`config.mk`:
```
export PLATFORM = sky130hd
export DESIGN_NAME = prm_rdout_v1_0
export DESIGN_NICKNAME = d
export VERILOG_FILES = /design/src/rtl/prm_pkg.sv /design/src/rtl/popcount32.sv /design/src/rtl/prm_rdout_v1_0.sv
export SDC_FILE = /design/constraint.sdc
export NUM_CORES = 1
export LEC_CHECK = 0
export ABC_CLOCK_PERIOD_IN_PS = 4800
export CORE_MARGIN = 10
export CORE_UTILIZATION = 53
export DETAILED_ROUTE_END_ITERATION = 8
export PLACE_DENSITY_LB_ADDON = 0.15
export SETUP_SLACK_MARGIN = 0.4
export SLEW_MARGIN = 20
export SYNTH_ARGS = -nofsm -noshare
export SYNTH_HDL_FRONTEND = slang
export SYNTH_SLANG_ARGS = --single-unit
export TNS_END_PERCENT = 1
```
`constraint.sdc`:
```
create_clock -name CLK -period 4.8 [get_ports CLK]
set_input_delay 1.44 -clock CLK [delete_from_list [all_inputs] [get_ports CLK]]
set_output_delay 1.44 -clock CLK [all_outputs]
set_load 0.05 [all_outputs]
```
`src/rtl/prm_pkg.sv`:
```
// Shared constants and FSM encoding for the parameter-memory readout block.
// Defaults for the sweep length and word width, the index and hit-counter
// widths, and the readout FSM state type.
package prm_pkg;

   localparam int NUM_WORDS_DEF = 128;  // 8 banks x 16 words
   localparam int WORD_W_DEF    = 32;
   localparam int IDX_W         = 7;    // {bank[2:0], word[3:0]}
   localparam int HIT_W         = 13;   // holds 128 * 32 = 4096 without wrap
   localparam int POP_W         = 6;    // popcount of one 32-bit word

   typedef enum logic [1:0] {
      ST_IDLE = 2'd0,
      ST_LOAD = 2'd1,
      ST_SEND = 2'd2,
      ST_FIN  = 2'd3
   } state_t;

endpackage

```
`src/rtl/popcount32.sv`:
```
// Combinational population count of a 32-bit word.
// Ports:
//   data_i   in  32  word to count
//   count_o  out  6  number of set bits in data_i (0..32)
module popcount32
   import prm_pkg::*;
(
   input  logic [31:0]      data_i,
   output logic [POP_W-1:0] count_o
);

   always_comb begin
      count_o = '0;
      for (int i = 0; i < 32; i++) begin
         count_o = count_o + {{(POP_W-1){1'b0}}, data_i[i]};
      end
   end

endmodule

```
`src/rtl/prm_rdout_v1_0.sv`:
```
// Readout sweeper: walks every {bank, word} address of an upstream edge
// accumulator, captures each combinational word and offers it downstream on a
// valid/ready port, while totalling the set bits of all captured words.
// Ports:
//   CLK, RST           clock, asynchronous active-high reset
//   start              one-cycle sweep request (ignored unless idle)
//   sel1 / sel2        bank / word-in-bank select to the accumulator
//   result_imp         word returned for the current select
//   m_data/m_idx/m_last/m_valid, m_ready   downstream word port
//   busy, done         sweep in progress / one-cycle completion pulse
//   hit_count          set-bit total of the current (or last) sweep
//   dbg_state_o        current FSM state
//
// Downstream handshake: m_data, m_idx and m_last are meaningful only while
// m_valid is high; a word transfers on a rising edge where m_valid and m_ready
// are both high, and while m_ready is low every m_* output holds unchanged.
module prm_rdout_v1_0
   import prm_pkg::*;
#(
   parameter int NUM_WORDS = NUM_WORDS_DEF,
   parameter int WORD_W    = WORD_W_DEF
) (
   input  logic              CLK,
   input  logic              RST,
   input  logic              start,
   output logic [2:0]        sel1,
   output logic [7:0]        sel2,
   input  logic [WORD_W-1:0] result_imp,
   output logic [WORD_W-1:0] m_data,
   output logic [IDX_W-1:0]  m_idx,
   output logic              m_valid,
   input  logic              m_ready,
   output logic              m_last,
   output logic              busy,
   output logic              done,
   output logic [HIT_W-1:0]  hit_count,
   output logic [1:0]        dbg_state_o
);

   localparam logic [IDX_W-1:0] LAST_IDX = IDX_W'(NUM_WORDS - 1);

   state_t              state_q, state_d;
   logic [IDX_W-1:0]    idx_q, idx_d;
   logic [WORD_W-1:0]   data_q, data_d;
   logic [IDX_W-1:0]    midx_q, midx_d;
   logic                valid_q, valid_d;
   logic                last_q, last_d;
   logic [HIT_W-1:0]    hit_q, hit_d;
   logic [POP_W-1:0]    pop;
   logic [IDX_W-1:0]    sel_idx;

   popcount32 u_popcount32 (
      .data_i  (result_imp),
      .count_o (pop)
   );

   always_ff @(posedge CLK or posedge RST) begin
      if (RST) begin
         state_q <= ST_IDLE;
         idx_q   <= '0;
         data_q  <= '0;
         midx_q  <= '0;
         valid_q <= 1'b0;
         last_q  <= 1'b0;
         hit_q   <= '0;
      end else begin
         state_q <= state_d;
         idx_q   <= idx_d;
         data_q  <= data_d;
         midx_q  <= midx_d;
         valid_q <= valid_d;
         last_q  <= last_d;
         hit_q   <= hit_d;
      end
   end

   always_comb begin
      state_d = state_q;
      idx_d   = idx_q;
      data_d  = data_q;
      midx_d  = midx_q;
      valid_d = valid_q;
      last_d  = last_q;
      hit_d   = hit_q;
      unique case (state_q)
         ST_IDLE: begin
            if (start) begin
               state_d = ST_LOAD;
               idx_d   = '0;
               hit_d   = '0;
            end
         end
         ST_LOAD: begin
            // The source keeps accumulating; this is the only sampling point.
            data_d  = result_imp;
            midx_d  = idx_q;
            valid_d = 1'b1;
            last_d  = (idx_q == LAST_IDX);
            hit_d   = hit_q + HIT_W'(pop);
            state_d = ST_SEND;
         end
         ST_SEND: begin
            if (m_ready) begin
               valid_d = 1'b0;
               last_d  = 1'b0;
               if (last_q) begin
                  state_d = ST_FIN;
               end else begin
                  idx_d   = idx_q + 1'b1;
                  state_d = ST_LOAD;
               end
            end
         end
         ST_FIN: begin
            // Unconditional return; a start seen here is deliberately dropped.
            state_d = ST_IDLE;
         end
         default: state_d = ST_IDLE;
      endcase
   end

   assign sel_idx     = (state_q == ST_LOAD || state_q == ST_SEND) ? idx_q : '0;
   assign sel1        = sel_idx[6:4];
   assign sel2        = {4'b0000, sel_idx[3:0]};
   assign m_data      = data_q;
   assign m_idx       = midx_q;
   assign m_valid     = valid_q;
   assign m_last      = last_q;
   assign hit_count   = hit_q;
   assign busy        = (state_q != ST_IDLE);
   assign done        = (state_q == ST_FIN);
   assign dbg_state_o = state_q;

endmodule

```
# [After elaboration in Yosys (flattened, before gate mapping)]
# Index checks and enable logic that the tools add are counted.
[classes] addsub=33 n_eq_ne=7 n_mux=14 n_reduce_logical=10
[ops] op="adder 6 x 1 -> 6 bit" count=30
[ops] op="two-way mux 7 bit" count=4
[ops] op="one-hot mux 13 bit (2 select lines)" count=1
[ops] op="one-hot mux 7 bit (2 select lines)" count=1
[ops] op="adder 13 x 6 -> 13 bit" count=1
[ops] op="two-way mux 13 bit" count=1
[ops] op="one-hot mux 2 bit (4 select lines)" count=1
[ops] op="nonzero test 2 bit" count=4
[ops] op="adder 7 x 1 -> 7 bit, second input constant" count=1
[ops] op="== test 7 bit, second input constant" count=1
[ops] op="two-way mux 2 bit" count=3
[ops] op="inequality test 2 bit, second input constant" count=3
[ops] op="AND reduction 2 bit" count=3
[ops] op="== test 2 bit, second input constant" count=2
[ops] op="one-hot mux 1 bit (2 select lines)" count=2
[ops] op="AND reduction 4 bit" count=1
[ops] op="adder 1 x 1 -> 2 bit" count=1
[ops] op="== test 2 x 1 -> 1 bit, second input constant" count=1
[ops] op="zero test 2 bit" count=1
[ops] op="logical OR 1 bit" count=1
[ops] op="two-way mux 1 bit" count=1
[totals] reg_bits=63 input_bits=36 out_inout_bits=69 elab_cells=71

# [Logic depth before layout (Yosys ltp)]
[logic_depth] ltp_word=33 depth_mapped=23 mapped_depth_nobuf=23

# [Modules after synthesis]
# Synthesis repeated with hierarchy kept, for this count alone.
[hier_totals] hier_cells=347 hier_area_um2=3881.2
[by_module_without_submodules] module="prm_rdout_v1_0" n_inst=1 cells_each=251 area_each_um2=2975.4
[by_module_without_submodules] module="popcount32" n_inst=1 cells_each=96 area_each_um2=905.9

# [Worst setup path before layout]
# No wires, ideal clock.
[synth_path] path_type="input to register" startpoint="in result_imp[0]" endpoint="reg hit_q[6] (netlist: hit_count[6])" t_arrival_ns=6.963 required_ns=4.679 setup_slack_ns=-2.284 path_stages=20 path_buffers=0 path_cell_list="ha_1 -> inv_1 -> fa_1 -> fa_1 -> fa_1 -> fa_1 -> fa_1 -> fa_1 -> fa_1 -> fa_1 -> inv_1 -> a21o_1 -> a21oi_1 -> xnor2_1 -> ha_1 -> o21a_1 -> o31ai_4 -> a21oi_4 -> mux2_4 -> a22o_1"
[synth_between] elab_chain_len=33
[synth_lines] element="from (decl)" line_no="prm_rdout_v1_0.sv:28" rtl="input logic [WORD_W-1:0] result_imp,"
[synth_lines] element="adder 1 x 1 -> 2 bit" line_no="popcount32.sv:15" rtl="count_o = count_o + {{(POP_W-1){1'b0}}, data_i[i]};"
[synth_lines] element="adder 6 x 1 -> 6 bit (30 in series)" line_no="popcount32.sv:15"
[synth_lines] element="adder 13 x 6 -> 13 bit" line_no="prm_rdout_v1_0.sv:99" rtl="hit_d = hit_q + HIT_W'(pop);"
[synth_lines] element="one-hot mux 13 bit (2 select lines)" line_no="prm_rdout_v1_0.sv:85" rtl="unique case (state_q)"
[synth_lines] element="to (signal assigned)" line_no="prm_rdout_v1_0.sv:73" rtl="hit_q <= hit_d;"
[synth_lines] element="to (decl)" line_no="prm_rdout_v1_0.sv:48" rtl="logic [HIT_W-1:0] hit_q, hit_d;"
# Every way passes these cells.
# A chain may end at the register's enable or synchronous reset.

# [Worst setup path in the final report]
[layout_path] startpoint="in result_imp[0]" endpoint="reg hit_q[7] (netlist: hit_count[7])"
# Same word-level chain as after synthesis.

==> results.toml <==
[run_status]
status = "finished, violations left"
failed_checks = "setup timing"

[worst_setup_path]
crit_type = "in2reg"
cp_max_fo = 6
required_ps = 5060
max_stage_delay_ps = 580
regToRegStartpoint = "dbg_state_o[1]"
endpoint_kind = "register"
worstRegToRegCells = 8
path_cells = "buf_8, ha_4, inv_2, fa_1, fa_1, fa_1, fa_1, fa_1, fa_1, fa_2, fa_2, inv_2, a21o_1, a21oi_2, xnor2_1, ha_1, buf_6, o211a_1, o21ai_2, a31oi_4, a31oi_1, a211oi_1"
rrSetupSlack_ps = 2430
critPathSlowestCell = "fa_1"
r2r-end = "hit_count[12]"
critPathLaunchType = "input port"
arrival_ps = 7130
worst_path_most_repeated_cell = "fa_1"

[grt]
grt_pass1_vias = 3074
antenna_found_initial = 0
grt_overflow = 0
track_usage_pct = 16.86
grt_max_degree = 55
grt_pass1_wl_mm = 15.41

[yosys]
yosys_warnings = 0
synth_edf_count = 0
netlist-cell-type-count = 46
ys.flop_type = "dfrtp_1"
syn_area_per_cell_um2 = 11.03
ys_ff_latch = 63
ys_seq_area_share_pct = 40.95
synth_top_area_share_pct = 40.95
syn_inst = 349
synth.area.top_cells = "dfrtp_1 (41%), fa_1 (13%), mux2_2 (11%), ha_1 (6.2%), inv_1 (6.0%)"
async_reset_ff_share_pct = 100.0
yosysTopAreaCell = "dfrtp_1"
netlist_area_um2 = 3850

[layout]
fillers = 527
final_cell_mix = "clkdlybuf4s50_1 (84), dfrtp_1 (63), inv_1 (57)"
final_cell_area_um2 = 5294
synthToLayoutAreaGrowth_pct = 37.50
seq_area_um2 = 1577
layout_commonest_cell = "clkdlybuf4s50_1"
n_antenna_cell = 0
multi_input_area_um2 = 2018
layout-drive-gt1-share_pct = 20.84
layout.nets = 550

[flow_run]
max-cap-violations = 0

[sta]
period_needed_ps = 6873
finalSetupTns_ps = -23090
clock_skew_ps = 6.274
period_share_pct = 143.2
hold_violations = 0
rsz0062_at_grt = "true"
slew_violations = 0
finalSetupViolCount = 13
setup_slack_ps = -2073
worst_pin_slew_ps = 643.4
slew_headroom_pct = 57.11
maxClockFrequency_ghz = 0.1455

[floorplan]
ios = 105
die_y_um = 105.2
coreArea_um2 = 7176
die_w_um = 105.2
start_util_pct = 53.65
die_area_um2 = 11070
fp-row-count = 31

[routing]
ant_nets = 0
first_iter_violations = 96
wl_per_cell_um = 15.72
vias_per_cell = 4.962
wirelength_mm = 9.024
drc = 0
dr_total_vias = 2848
first_pass_iters = 7

[worst_hold_path]
hold_end = "m_data[17]"
hp-start = "m_data[17]"
hp-class = "reg2reg"
min_path_cells = 1

[placed_design]
placed_area_um2 = 5039
gp_congestion = 0.8841
dp_hpwl_mm = 6.891
io_buffers = 100

[cts]
cts_tree = "yes"
cts_inserted_buffers = 9
clkSinkCount = 63
clockRootBuffer = "clkbuf_8"
clock_path_buffers = 2
hold_buffers = 0
clk_pin_slew_worst_paths_ps = 70
cts_htree_levels = 3
insertion_delay_ps = 350
==> sequential cells by signal, summed over array words and instances, names as in the netlist <==
signal / cells
m_idx: 7
hit_count: 13
m_valid: 1
dbg_state_o: 2
m_data: 32
m_last: 1
idx_q: 7
==> kinds of logic (layout without fill, tap and decap cells) <==
kind of cell	Yosys count	count (layout)	synth area share, %
compound gates	52	52	9.425
simple gates	62	62	7.865
fa+ha+maj	44	44	19.17
xor+xnor	10	10	2.275
mux	42	42	12.32
buf+inv	75	198	7.897
other cells	1	4	0.09740
flops	63	63	40.95
==> worst max path at each step <==
stage	from	end	slack [ps]	depth (start not counted)
after global routing	result_imp[0]	hit_count[7]	-2310	22
after CTS	result_imp[0]	hit_count[10]	-2220	20
after detailed placement	result_imp[0]	hit_count[6]	-2760	23
after global placement	result_imp[0]	hit_count[6]	-2640	21
after floorplan	result_imp[0]	hit_count[6]	-2160	20
final	result_imp[0]	hit_count[7]	-2070	22
==> layout make-up <==
| cell class | instances | area share, % |
|---|---|---|
| Multi-Input combinational cell | 214 | 38.12 |
| Sequential cell | 63 | 29.78 |
| Timing Repair Buffer | 119 | 21.58 |
| Inverter | 63 | 4.467 |
| Clock buffer | 9 | 2.340 |
| Tap cell | 99 | 2.340 |
| Clock inverter | 7 | 1.371 |
==> worst max-delay path, delay by kind of cell <==
kind,cells,cell delay (ps)
adders and majority gates,10,4250
AOI/OAI and AO/OA,7,1000
buffers and inverters,4,290
xor gates and xnor gates,1,120
==> through the flow <==
stage	utilization, %	cells	setup slack (ps)	hold WS (ps)
after floorplan	-	352	-2157	481.1
after global placement	70.22	554	-2640	488.0
after detailed placement	70.22	554	-2755	494.7
after CTS	73.48	573	-2222	511.6
after global routing	73.78	574	-2314	520.6
final	73.78	574	-2073	506.1
==> synthesized netlist by cell type (5+ instances only) <==
cell type	count
inv_1	62
nor2_1	19
buf_2	6
xor2_1	7
a21oi_1	17
nand4_1	5
mux2_2	39
dfrtp_1	63
ha_1	19
nand2_1	18
and2_1	8
fa_1	25
o21ai_0	11
==> per-layer routing <==
metal	wire length [µm]	GRT usage, %	vias up
li1	-	-	1371
met1	3679	19.83	1382
met2	4448	27.16	78
met3	658	5.359	17
met4	238	8.627	0
met5	0	0	-
==> repair_timing <==
item	4_1_cts	5_1_grt
buffers inserted	3	1
endpoints found under the setup margin	13	13
hold endpoints to repair	0	0
resized for setup	31	17
pin swaps	22	20
Power is not shown: default switching activity piles up to over one toggle a cycle in this logic, so the estimate is an artifact.
